**config.mk**
```make
export PLATFORM = sky130hd
export DESIGN_NAME = parity_check_decoder_3stage
export DESIGN_NICKNAME = d
export VERILOG_FILES = /design/src/rtl/parity_check_decoder_3stage.sv
export SDC_FILE = /design/constraint.sdc
export NUM_CORES = 1
export LEC_CHECK = 0
export BUFFER_PORTS_ARGS = -buffer_cell sky130_fd_sc_hd__buf_2
export CAP_MARGIN = 20
export CELL_PAD_IN_SITES_DETAIL_PLACEMENT = 1
export CELL_PAD_IN_SITES_GLOBAL_PLACEMENT = 2
export CORE_MARGIN = 1
export CORE_UTILIZATION = 32
export DETAILED_ROUTE_END_ITERATION = 12
export PLACE_DENSITY_LB_ADDON = 0.1
export SYNTH_ARGS = -nofsm -noshare
export SYNTH_HDL_FRONTEND = slang
export SYNTH_SLANG_ARGS = --single-unit
```
**constraint.sdc**
```tcl
create_clock -name clock -period 1.5 [get_ports clock]
set_input_delay 0.15 -clock clock [delete_from_list [all_inputs] [get_ports clock]]
set_output_delay 0.15 -clock clock [all_outputs]
set_load 0.005 [all_outputs]
```
**src/rtl/parity_check_decoder_3stage.sv**
```systemverilog
// Receive-side parity checker and function-code decoder.
// Three register ranks: capture, check/decode, output. Fixed two-edge latency
// from capture to outputs, one beat per cycle, no stall. A saturating error
// counter and a sticky error flag track failing beats as they reach rank 3.
module parity_check_decoder_3stage #(
  parameter int ERR_COUNT_WIDTH = 8
) (
  input  logic                       clock,
  input  logic                       reset,
  input  logic                       inValid,
  input  logic [2:0]                 encodedCode,
  input  logic [3:0]                 resultData,
  input  logic                       parityBit,
  input  logic                       clearErrors,
  output logic                       outValid,
  output logic [7:0]                 functionCode,
  output logic [3:0]                 resultOut,
  output logic                       parityError,
  output logic [ERR_COUNT_WIDTH-1:0] errorCount,
  output logic                       stickyError
);

  localparam logic [ERR_COUNT_WIDTH-1:0] COUNT_MAX = '1;

  // Rank 1: raw input capture
  logic       s1_valid;
  logic [2:0] s1_code;
  logic [3:0] s1_data;
  logic       s1_parity;

  // Rank 2: checked and decoded beat
  logic       s2_valid;
  logic [7:0] s2_onehot;
  logic [3:0] s2_data;
  logic       s2_chk;

  // Combinational decode between rank 1 and rank 2
  logic [7:0] dec_onehot;
  logic       dec_chk;

  // A failing valid beat is being loaded into rank 3 on the coming edge
  logic       load_error;

  // Rank 1: capture every input on every edge, no backpressure
  always_ff @(posedge clock or negedge reset) begin
    if (!reset) begin
      s1_valid  <= 1'b0;
      s1_code   <= 3'd0;
      s1_data   <= 4'h0;
      s1_parity <= 1'b0;
    end else begin
      // NOTE: non-blocking assignments so every rank samples the previous
      // rank's old value on the same edge; blocking here would collapse ranks.
      s1_valid  <= inValid;
      s1_code   <= encodedCode;
      s1_data   <= resultData;
      s1_parity <= parityBit;
    end
  end

  // One-hot decode of the code and even-parity check of the captured beat
  always_comb begin
    // NOTE: every output of this block gets a default before any conditional
    // or indexed write, otherwise synthesis infers a latch.
    dec_onehot          = 8'h00;
    dec_onehot[s1_code] = 1'b1;
    dec_chk             = (^s1_data) ^ s1_parity;
  end

  // Rank 2: register the checked/decoded beat
  always_ff @(posedge clock or negedge reset) begin
    if (!reset) begin
      s2_valid  <= 1'b0;
      s2_onehot <= 8'h00;
      s2_data   <= 4'h0;
      s2_chk    <= 1'b0;
    end else begin
      s2_valid  <= s1_valid;
      s2_onehot <= dec_onehot;
      s2_data   <= s1_data;
      s2_chk    <= dec_chk;
    end
  end

  assign load_error = s2_valid & s2_chk;

  // Rank 3: output registers, zeroed whenever the beat is not valid
  always_ff @(posedge clock or negedge reset) begin
    if (!reset) begin
      outValid     <= 1'b0;
      functionCode <= 8'h00;
      resultOut    <= 4'h0;
      parityError  <= 1'b0;
    end else begin
      outValid     <= s2_valid;
      functionCode <= s2_valid ? s2_onehot : 8'h00;
      resultOut    <= s2_valid ? s2_data : 4'h0;
      parityError  <= load_error;
    end
  end

  // Error bookkeeping: clear has priority over a failing beat on the same edge
  always_ff @(posedge clock or negedge reset) begin
    if (!reset) begin
      errorCount  <= '0;
      stickyError <= 1'b0;
    end else if (clearErrors) begin
      errorCount  <= '0;
      stickyError <= 1'b0;
    end else if (load_error) begin
      stickyError <= 1'b1;
      if (errorCount != COUNT_MAX) begin
        errorCount <= errorCount + ERR_COUNT_WIDTH'(1);
      end
    end
  end

endmodule

```
==> impl_metrics.env <==
export IMPL_status="completed"
export IMPL_grt_first_pass_wirelength_mm=5.24
export IMPL_place_area_sq_um=1930
export IMPL_fin_crit_ns=1.47
export IMPL_crit_fanout=2
export IMPL_ant_nets=0
export IMPL_hpwl_mm=2.21
export IMPL_drc=0
export IMPL_synth_top_family_by_area="simple AND/OR/NAND/NOR gates"
export IMPL_netlist_top_cells_area="dfrtp_1 (71%), and2_1 (4.7%), nor3b_1 (2.3%)"
export IMPL_cts_buffer_depth=2
export IMPL_antenna_found_initial=0
export IMPL_arrival_ns=1.67
export IMPL_cts_tree="yes"
export IMPL_overflow=0
export IMPL_nFillCells=530
export IMPL_period_share_pct=98.2
export IMPL_ys_warn_count=0
export IMPL_p_total_mw=2.48
export IMPL_yosys_area_share_simple_pct=18.3
export IMPL_worst_pin_slew_ns=0.469
export IMPL_synth_async_reset_ratio_pct=100
export IMPL_cpMaxStageDelayCell="dfrtp_1"
export IMPL_drt_pass1_iterations=2
export IMPL_track_usage_pct=13.8
export IMPL_relSlewSlack_pct=68.7
export IMPL_start_util_pct=33.6
export IMPL_syn_cell_area_sq_um=1610
export IMPL_diodes=0
export IMPL_layout_area_overhead_vs_synth_pct=33.9
export IMPL_yosysTopAreaCell="dfrtp_1"
export IMPL_syn_avg_cell_area_sq_um=14.1
export IMPL_hp_class="primary input to flip-flop"
export IMPL_h_tree_depth=2
export IMPL_clock_insertion_delay_worst_skew_ns=0.30
export IMPL_cts_root_buf="clkbuf_8"
export IMPL_drv_slew=0
export IMPL_whs_ns=0.170
export IMPL_setup_worst_path_class="flip-flop to flip-flop"
export IMPL_synth_most_common_cell="dfrtp_1"
export IMPL_io_pins=35
export IMPL_synthXorXnorAreaFrac_pct=2.18
export IMPL_synthDominantCellAreaShare_pct=71.5
export IMPL_ys_flop_type="dfrtp_1"
export IMPL_finalNetCount=186
export IMPL_drt_iter0_markers=29
export IMPL_wire_per_inst_um=13.3
export IMPL_crit_chain="ha_1 > and4_1 > a21boi_2 > mux2_2"
export IMPL_coreArea_sq_um=4790
export IMPL_syn_inst=114
export IMPL_crit_path_start_kind="flip-flop"
export IMPL_cp_required_ns=1.69
export IMPL_routed_wl_mm=3.20
export IMPL_cts_buffers=5
export IMPL_io_buffers=34
export IMPL_fin_skew_ns=0.00629
export IMPL_crit_family="flip-flops"
export IMPL_max_freq_ghz=0.679
export IMPL_num_vias=1078
export IMPL_synth_distinct_cells=33
export IMPL_vias_per_cell=4.47
export IMPL_max_stage_delay_ns=0.40
export IMPL_p_leak_nw=1.06
export IMPL_irDropWorstVdd_mv=0.551
export IMPL_yosysSeqAreaShare_pct=71.5
export IMPL_die_area_sq_um=5320
export IMPL_synth_commonest_cells="dfrtp_1 (46), and2_1 (12), nor3b_1 (5)"
export IMPL_cts_sinks=46
export IMPL_synth_edf_count=0
export IMPL_cap_viol_max_count=0
export IMPL_num_rows=25
export IMPL_setup_ws_ns=0.0268
export IMPL_critPathBufInv=0
export IMPL_grt_pass1_vias=1119
export IMPL_synth_compound_gate_area_share_pct=4.74
export IMPL_finalInstanceArea_sq_um=2160
export IMPL_path_clk_slew_ns=0.09
export IMPL_synth_fp_nets=127
export IMPL_ys_ff_latch=46
export IMPL_synth_area_mux_share_pct=1.32
export IMPL_drive_gt1_share_pct=32.8
export IMPL_dp_slack_ns=0.0386
export IMPL_hold_viol_final=0
export IMPL_synthAdderAreaFrac_pct=0.777
export IMPL_die_h_um=72.9
export IMPL_gp_congestion=0.763
export IMPL_fp_dieW_um=72.9
export IMPL_finalSetupViolCount=0
export IMPL_power_density_nw_per_um2=1150
export IMPL_endpoint_kind="flip-flop"
export IMPL_grt_max_degree=28
export IMPL_post_cts_resized=0
-- final cells by class --
cell class / instances / area (sq um) / share of cell area [%]
clock inverters: 3 / 43.8 / 2.03
multi-input cells: 63 / 439 / 20.4
well taps: 67 / 83.8 / 3.89
repair buffers: 54 / 358 / 16.6
clock buffers: 5 / 68.8 / 3.19
flip-flops and latches: 46 / 1150 / 53.4
inverters: 3 / 11.3 / 0.522
-- stage by stage --
step | util (%) | std cells | TNS [ns]
2_1_floorplan | - | 114 | 0
3_3_place_gp | 40.3 | 221 | 0
3_5_place_dp | 40.3 | 221 | 0
4_1_cts | 44.7 | 239 | 0
5_1_grt | 45.0 | 241 | -0.0223
6_report | 45.0 | 241 | 0
-- state kept, by name, summed over array words and instances (netlist names), 3 cells and up --
name,flops
s1_data,4
functionCode,8
s2_onehot,8
errorCount,8
s2_data,4
resultOut,4
s1_code,3
-- report_power, final --
| group | internal [mW] | switching (mW) | leakage, nW | total [mW] |
|---|---|---|---|---|
| Combinational | 0.115 | 0.0913 | 0.412 | 0.206 |
| Clock | 0.499 | 0.435 | 0.0585 | 0.934 |
| Sequential | 1.30 | 0.0360 | 0.592 | 1.34 |
| Total | 1.91 | 0.562 | 1.06 | 2.48 |
-- layer usage --
metal  global-route usage [%]  up-vias  part of all wire (%)
met1                     15.9      543                    41
met2                     23.8       22                    54
met3                     3.31        7                   3.3
met4                     7.19        0                   2.2
li1                         -      506                     -
met5                        0        -                     0
-- path summary, 6_finish.rpt --
| kind | start | slack [ns] | to | cells past startpoint |
|---|---|---|---|---|
| min in group asynchronous | reset | 0.33 | functionCode[0] | 2 |
| max | errorCount[0] | 0.03 | errorCount[0] | 4 |
| max in group asynchronous | reset | 0.66 | s2_data[3] | 3 |
| min reg2reg | s1_valid | 0.36 | s2_valid | 0 |
| min | clearErrors | 0.17 | stickyError | 2 |
| max reg2reg | errorCount[0] | 0.03 | errorCount[0] | 4 |
-- worst reg2reg max path, cell delays in order (launching register included) --
cell and delay [ns]:
dfrtp_1 0.40, ha_1 0.21, and4_1 0.22, a21boi_2 0.19, mux2_2 0.36
-- logic make-up after synthesis --
logic type / count (synthesis)
AO/OA/AOI/OAI: 10
XOR/XNOR: 4
adder cells (fa/ha/maj): 1
buffers and inverters: 5
flip-flops: 46
multiplexers: 2
AND/OR/NAND/NOR: 46
-- what timing repair did --
item	4_1_cts	5_1_grt
setup endpoints to repair	0	1
endpoints found under the hold margin	28	0
hold buffers	10	0
buffers inserted	0	2
-- layout by cell type (no fill, tap or decap), types with 2 or more instances in the layout --
cell	count
and4_1	2
nor3_1	2
o21bai_1	2
nand2_1	3
xnor2_1	4
clkbuf_8	5
buf_4	9
buf_2	34
a211oi_1	3
nor2_1	4
and3b_1	2
inv_1	3
and3_1	2
dlygate4sd3_1	10
nor3b_1	5
and2_1	12
nand2b_1	3
dfrtp_1	46
nand3_1	2
nor4_1	2
No activity file was read; power rests on OpenSTA's default activity.
